## src/rtl/rv_fetch_pkg.sv

```systemverilog
// rtl/rv_fetch_pkg.sv - shared types and constants for the instruction fetch front end
package rv_fetch_pkg;

    typedef enum logic [2:0] {
        S_IDLE  = 3'd0,
        S_REQ   = 3'd1,
        S_WAIT  = 3'd2,
        S_HOLD  = 3'd3,
        S_FAULT = 3'd4
    } fetch_state_t;

    localparam logic [31:0] NOP_INSTR        = 32'h0000_0013;
    localparam logic [31:0] RESET_PC_DEFAULT = 32'h0000_0000;

endpackage

```

## src/rtl/instr_fetch_unit.sv

```systemverilog
// rtl/instr_fetch_unit.sv - handshaked sequential instruction fetch with branch/jump redirect
module instr_fetch_unit
    import rv_fetch_pkg::*;
#(
    parameter int              XLEN     = 32,
    parameter logic [XLEN-1:0] RESET_PC = XLEN'(RESET_PC_DEFAULT)
) (
    input  logic            clk,
    input  logic            rst_n,
    output logic            imem_req_valid,
    input  logic            imem_req_ready,
    output logic [XLEN-1:0] imem_addr,
    input  logic            imem_rsp_valid,
    input  logic [XLEN-1:0] imem_rdata,
    output logic            instr_valid,
    input  logic            instr_ready,
    output logic [XLEN-1:0] instr,
    output logic [XLEN-1:0] instr_pc,
    output logic [XLEN-1:0] instr_pc_plus4,
    input  logic            redirect_valid,
    input  logic [XLEN-1:0] redirect_target,
    output logic            fetch_misaligned
);

    fetch_state_t    r_state;
    logic [XLEN-1:0] r_pc;
    logic [XLEN-1:0] r_instr;
    logic [XLEN-1:0] r_instr_pc;
    logic [XLEN-1:0] r_instr_pc_plus4;
    logic            r_discard;
    logic            r_misaligned;

    logic            w_pc_aligned;
    logic            w_target_aligned;
    logic            w_req_fire;
    logic [XLEN-1:0] w_pc_plus4;

    assign w_pc_aligned     = (r_pc[1:0] == 2'b00);
    assign w_target_aligned = (redirect_target[1:0] == 2'b00);
    assign w_req_fire       = (r_state == S_REQ) && w_pc_aligned && imem_req_ready;
    assign w_pc_plus4       = r_pc + XLEN'(4);

    always_ff @(posedge clk or negedge rst_n) begin
        if (!rst_n) begin
            r_state          <= S_IDLE;
            r_pc             <= RESET_PC;
            r_instr          <= XLEN'(NOP_INSTR);
            r_instr_pc       <= RESET_PC;
            r_instr_pc_plus4 <= RESET_PC + XLEN'(4);
            r_discard        <= 1'b0;
            r_misaligned     <= 1'b0;
        end else begin
            case (r_state)
                S_IDLE: r_state <= S_REQ;

                S_REQ: begin
                    if (redirect_valid) begin
                        // A request accepted this cycle still carries the old pc; its data must be dropped.
                        r_pc <= redirect_target;
                        if (w_req_fire) begin
                            r_discard <= 1'b1;
                            r_state   <= S_WAIT;
                        end
                    end else if (!w_pc_aligned) begin
                        r_misaligned <= 1'b1;
                        r_state      <= S_FAULT;
                    end else if (imem_req_ready) begin
                        r_state <= S_WAIT;
                    end
                end

                S_WAIT: begin
                    if (redirect_valid) begin
                        r_pc <= redirect_target;
                        if (imem_rsp_valid) begin
                            r_discard <= 1'b0;
                            r_state   <= S_REQ;
                        end else begin
                            r_discard <= 1'b1;
                        end
                    end else if (imem_rsp_valid) begin
                        if (r_discard) begin
                            r_discard <= 1'b0;
                            r_state   <= S_REQ;
                        end else begin
                            r_instr          <= imem_rdata;
                            r_instr_pc       <= r_pc;
                            r_instr_pc_plus4 <= w_pc_plus4;
                            r_pc             <= w_pc_plus4;
                            r_state          <= S_HOLD;
                        end
                    end
                end

                S_HOLD: begin
                    if (redirect_valid) begin
                        r_pc    <= redirect_target;
                        r_state <= S_REQ;
                    end else if (instr_ready) begin
                        r_state <= S_REQ;
                    end
                end

                S_FAULT: begin
                    if (redirect_valid) begin
                        r_pc <= redirect_target;
                        if (w_target_aligned) begin
                            r_misaligned <= 1'b0;
                            r_state      <= S_REQ;
                        end
                    end
                end

                default: r_state <= S_IDLE;
            endcase
        end
    end

    // A misaligned pc in S_REQ never presents a request; it falls into S_FAULT next edge.
    assign imem_req_valid   = (r_state == S_REQ) && w_pc_aligned;
    assign imem_addr        = r_pc;
    assign instr_valid      = (r_state == S_HOLD);
    assign instr            = r_instr;
    assign instr_pc         = r_instr_pc;
    assign instr_pc_plus4   = r_instr_pc_plus4;
    assign fetch_misaligned = r_misaligned;

endmodule

```

## config.mk

```make
export PLATFORM = sky130hd
export DESIGN_NAME = instr_fetch_unit
export DESIGN_NICKNAME = d
export VERILOG_FILES = /design/src/rtl/rv_fetch_pkg.sv /design/src/rtl/instr_fetch_unit.sv
export SDC_FILE = /design/constraint.sdc
export NUM_CORES = 1
export LEC_CHECK = 0
export CAP_MARGIN = 20
export CORE_MARGIN = 8
export CORE_UTILIZATION = 42
export CTS_BUF_LIST = sky130_fd_sc_hd__clkbuf_16
export CTS_CLUSTER_DIAMETER = 50
export DETAILED_ROUTE_END_ITERATION = 10
export PLACE_DENSITY = 0.74
export SLEW_MARGIN = 20
export SYNTH_ARGS = -nofsm -noshare
export SYNTH_HDL_FRONTEND = slang
export SYNTH_SLANG_ARGS = --single-unit
```

## constraint.sdc

```tcl
create_clock -name clk -period 2.02 [get_ports clk]
set_input_delay 0.404 -clock clk [delete_from_list [all_inputs] [get_ports clk]]
set_output_delay 0.404 -clock clk [all_outputs]
set_load 0.02 [all_outputs]
```

==> results.json <==
{
  "outcome": "completed",
  "hold_viol_final": 0,
  "hp-class": "flip-flop to flip-flop",
  "worst_slew_pin_slew_ps": 512,
  "ys_seq_area_share_pct": 53.3,
  "finalCritPeriodShare_pct": 98.1,
  "antenna_left": 0,
  "grt_max_degree": 64,
  "multiInputGateArea_mm2": 0.00265,
  "die_h_um": 137,
  "placementRows": 44,
  "io_pins": 201,
  "power.density_mw_per_mm2": 1720,
  "worst_setup_path_end_kind": "primary output",
  "cts.clk_slew.worst_paths_ps": 50,
  "cts_root_buf": "clkbuf_16",
  "nNetsFinal": 869,
  "fmax_mhz": 505,
  "crit_path_start_kind": "flip-flop",
  "slowest_delay_ps": 620,
  "crit_slowest_cell": "clkdlybuf4s50_1",
  "irDropWorstVdd_uv": 859,
  "async_reset_ff_share_pct": 100,
  "ys_ff_latch": 131,
  "drtIter0Drc": 412,
  "drc": 0,
  "drv_cap": 0,
  "grt_pass1_vias": 5512,
  "synth_flop_cell": "dfrtp_1",
  "cts_tree": "built",
  "wl_um": 18400,
  "syn_avg_cell_area_um2": 10.9,
  "synth-edff-count": 0,
  "leakage_nw": 4.04,
  "viasPerCell": 5.35,
  "place_congestion": 0.923,
  "dp_slack_ps": -166,
  "clk_latency_ps": 420,
  "cts_sinks": 131,
  "n_fill_cell": 1140,
  "layout_setup_ws_ps": 39.2,
  "die_w_um": 137,
  "grt_pass1_wl_um": 29300,
  "clk_path_buf_depth": 2,
  "syn_nets": 638,
  "cts_setup_buffers": 0,
  "dieArea_mm2": 0.0188,
  "antenna_found_initial": 0,
  "crit_fanout": 7,
  "syn_inst": 567,
  "fin_hold_ws_ps": 482,
  "critPathKind": "flip-flop to primary output",
  "crit_chain": "buf_4, clkdlybuf4s50_1",
  "synth_cell_types": 59,
  "syn2layout_area_growth_pct": 50.8,
  "wl_per_cell_um": 18.5,
  "finClkSkew_ps": 14.4,
  "dpl.hpwl_um": 13700,
  "netlist_area_mm2": 0.00616,
  "num_vias": 5327,
  "portBuffers": 200,
  "arrival_ps": 1580,
  "fin_crit_ps": 1980,
  "grt_overflow": 0,
  "start_util_pct": 42.7,
  "numCtsBuffers": 17,
  "core_area_mm2": 0.0144,
  "setup_viol": 0,
  "n_antenna_cell": 0,
  "grt_use_total_pct": 20.0,
  "drt_first_pass_iters": 5,
  "drive_gt1_share_pct": 20.7,
  "htreeDepth": 4,
  "final-max-slew-violation-count": 0,
  "required_ps": 1620,
  "slew_headroom_pct": 65.8,
  "regArea_mm2": 0.00329,
  "yosys_warnings": 0
}
cells by family (layout without fill, tap and decap cells):
group	after synthesis	count (layout)	synth area share (%)
AO/OA/AOI/OAI	135	135	13.6
XOR/XNOR	28	28	3.98
adder cells (fa/ha/maj)	1	1	0.203
buffers and inverters	50	294	3.86
flip-flops	131	131	53.3
multiplexers	64	64	11.7
AND/OR/NAND/NOR	158	158	13.3
flip-flops by register name, indices dropped and copies added, names as in the netlist:
register          cells
r_discard             1
instr_pc_plus4       30
imem_addr            32
r_state               3
instr_pc             32
fetch_misaligned      1
instr                32
layout by cell type, fill, tap and decap left out, drive strengths merged, types with 15 or more instances in the layout:
cell type	netlist	routed
a21oi	32	32
buf	21	58
clkbuf	25	18
clkdlybuf4s50	0	181
dfrtp	127	127
mux2	63	63
nand2	69	69
nand3	15	15
nor2	21	21
o21ai	48	48
xor2	16	16
Yosys cell counts (5+ instances only):
cell / instances / area [µm²]
a2bb2oi_1: 8 / 70.1
a21oi_1: 32 / 160
and3_1: 6 / 37.5
nor2_1: 21 / 78.8
nand4_1: 11 / 68.8
nand2_1: 69 / 259
dfrtp_1: 127 / 3180
buf_2: 14 / 70.1
nor3_1: 5 / 25.0
clkbuf_1: 20 / 75.1
o2bb2a_1: 5 / 50.1
clkbuf_2: 5 / 25.0
buf_4: 5 / 37.5
o22ai_1: 12 / 75.1
o21ai_0: 45 / 225
a31oi_1: 5 / 31.3
xor2_1: 16 / 140
xnor2_1: 12 / 105
mux2_2: 63 / 709
nand3_1: 14 / 70.1
where the power goes:
part / switching (mW) / internal, mW
registers: 0.934 / 3.89
clock network: 1.05 / 1.76
logic: 4.25 / 4.07
worst paths after layout:
kind	endpoint	start	cells past startpoint	slack [ps]
setup / recovery	imem_addr[15]	imem_addr[15]$_DFFE_PN0P_	2	40
hold / removal	instr_pc_plus4[7]$_DFFE_PN0P_	instr_pc_plus4[7]$_DFFE_PN0P_	2	480
setup reg to reg	instr_pc_plus4[31]$_DFFE_PN0P_	imem_addr[17]$_DFFE_PN0P_	5	90
hold reg to reg	instr_pc_plus4[7]$_DFFE_PN0P_	instr_pc_plus4[7]$_DFFE_PN0P_	2	480
max in group asynchronous	instr[0]$_DFFE_PN1P_	rst_n	3	870
min in group asynchronous	instr_pc[6]$_DFFE_PN0P_	rst_n	2	510
layer usage:
layer | vias to the layer above | part of all wire (%) | track usage (%)
li1 | 2493 | - | -
met1 | 2580 | 40 | 24.2
met2 | 225 | 49 | 32.6
met3 | 29 | 8.8 | 6.20
met4 | 0 | 1.9 | 8.03
met5 | - | 0 | 0
final cells by class:
type                    count  area share (%)
inverters                   4           0.162
well taps                 184            2.48
repair buffers            258            27.6
flip-flops and latches    131            35.4
multi-input cells         386            28.6
clock inverters            15            1.20
clock buffers              17            4.58
worst max-delay path, delay by kind of cell (launching register included):
kind | cells | cell delay, ps
DFF | 1 | 370
buffers and inverters | 2 | 790
metrics by stage:
step | instances | instance area, µm² | util (%) | TNS (ps) | power [mW]
2_1_floorplan | 567 | 6160 | - | -12.3 | 9.03
3_3_place_gp | 962 | 8720 | 60.5 | -2330 | 13.0
3_5_place_dp | 962 | 8720 | 60.5 | -6750 | 13.3
4_1_cts | 995 | 9260 | 64.2 | 0 | 16.1
5_1_grt | 995 | 9280 | 64.4 | -0.0193 | 16.9
6_report | 995 | 9280 | 64.4 | 0 | 15.9
timing repair:
action / in CTS / in global routing
endpoints found under the hold margin: 45 / 0
endpoints found under the setup margin: 9 / 18
pin swaps: 0 / 2
gates cloned: 0 / 0
hold buffers: 1 / 0
resized for setup: 13 / 12
Note: power is estimated with default switching activity, not from simulation.
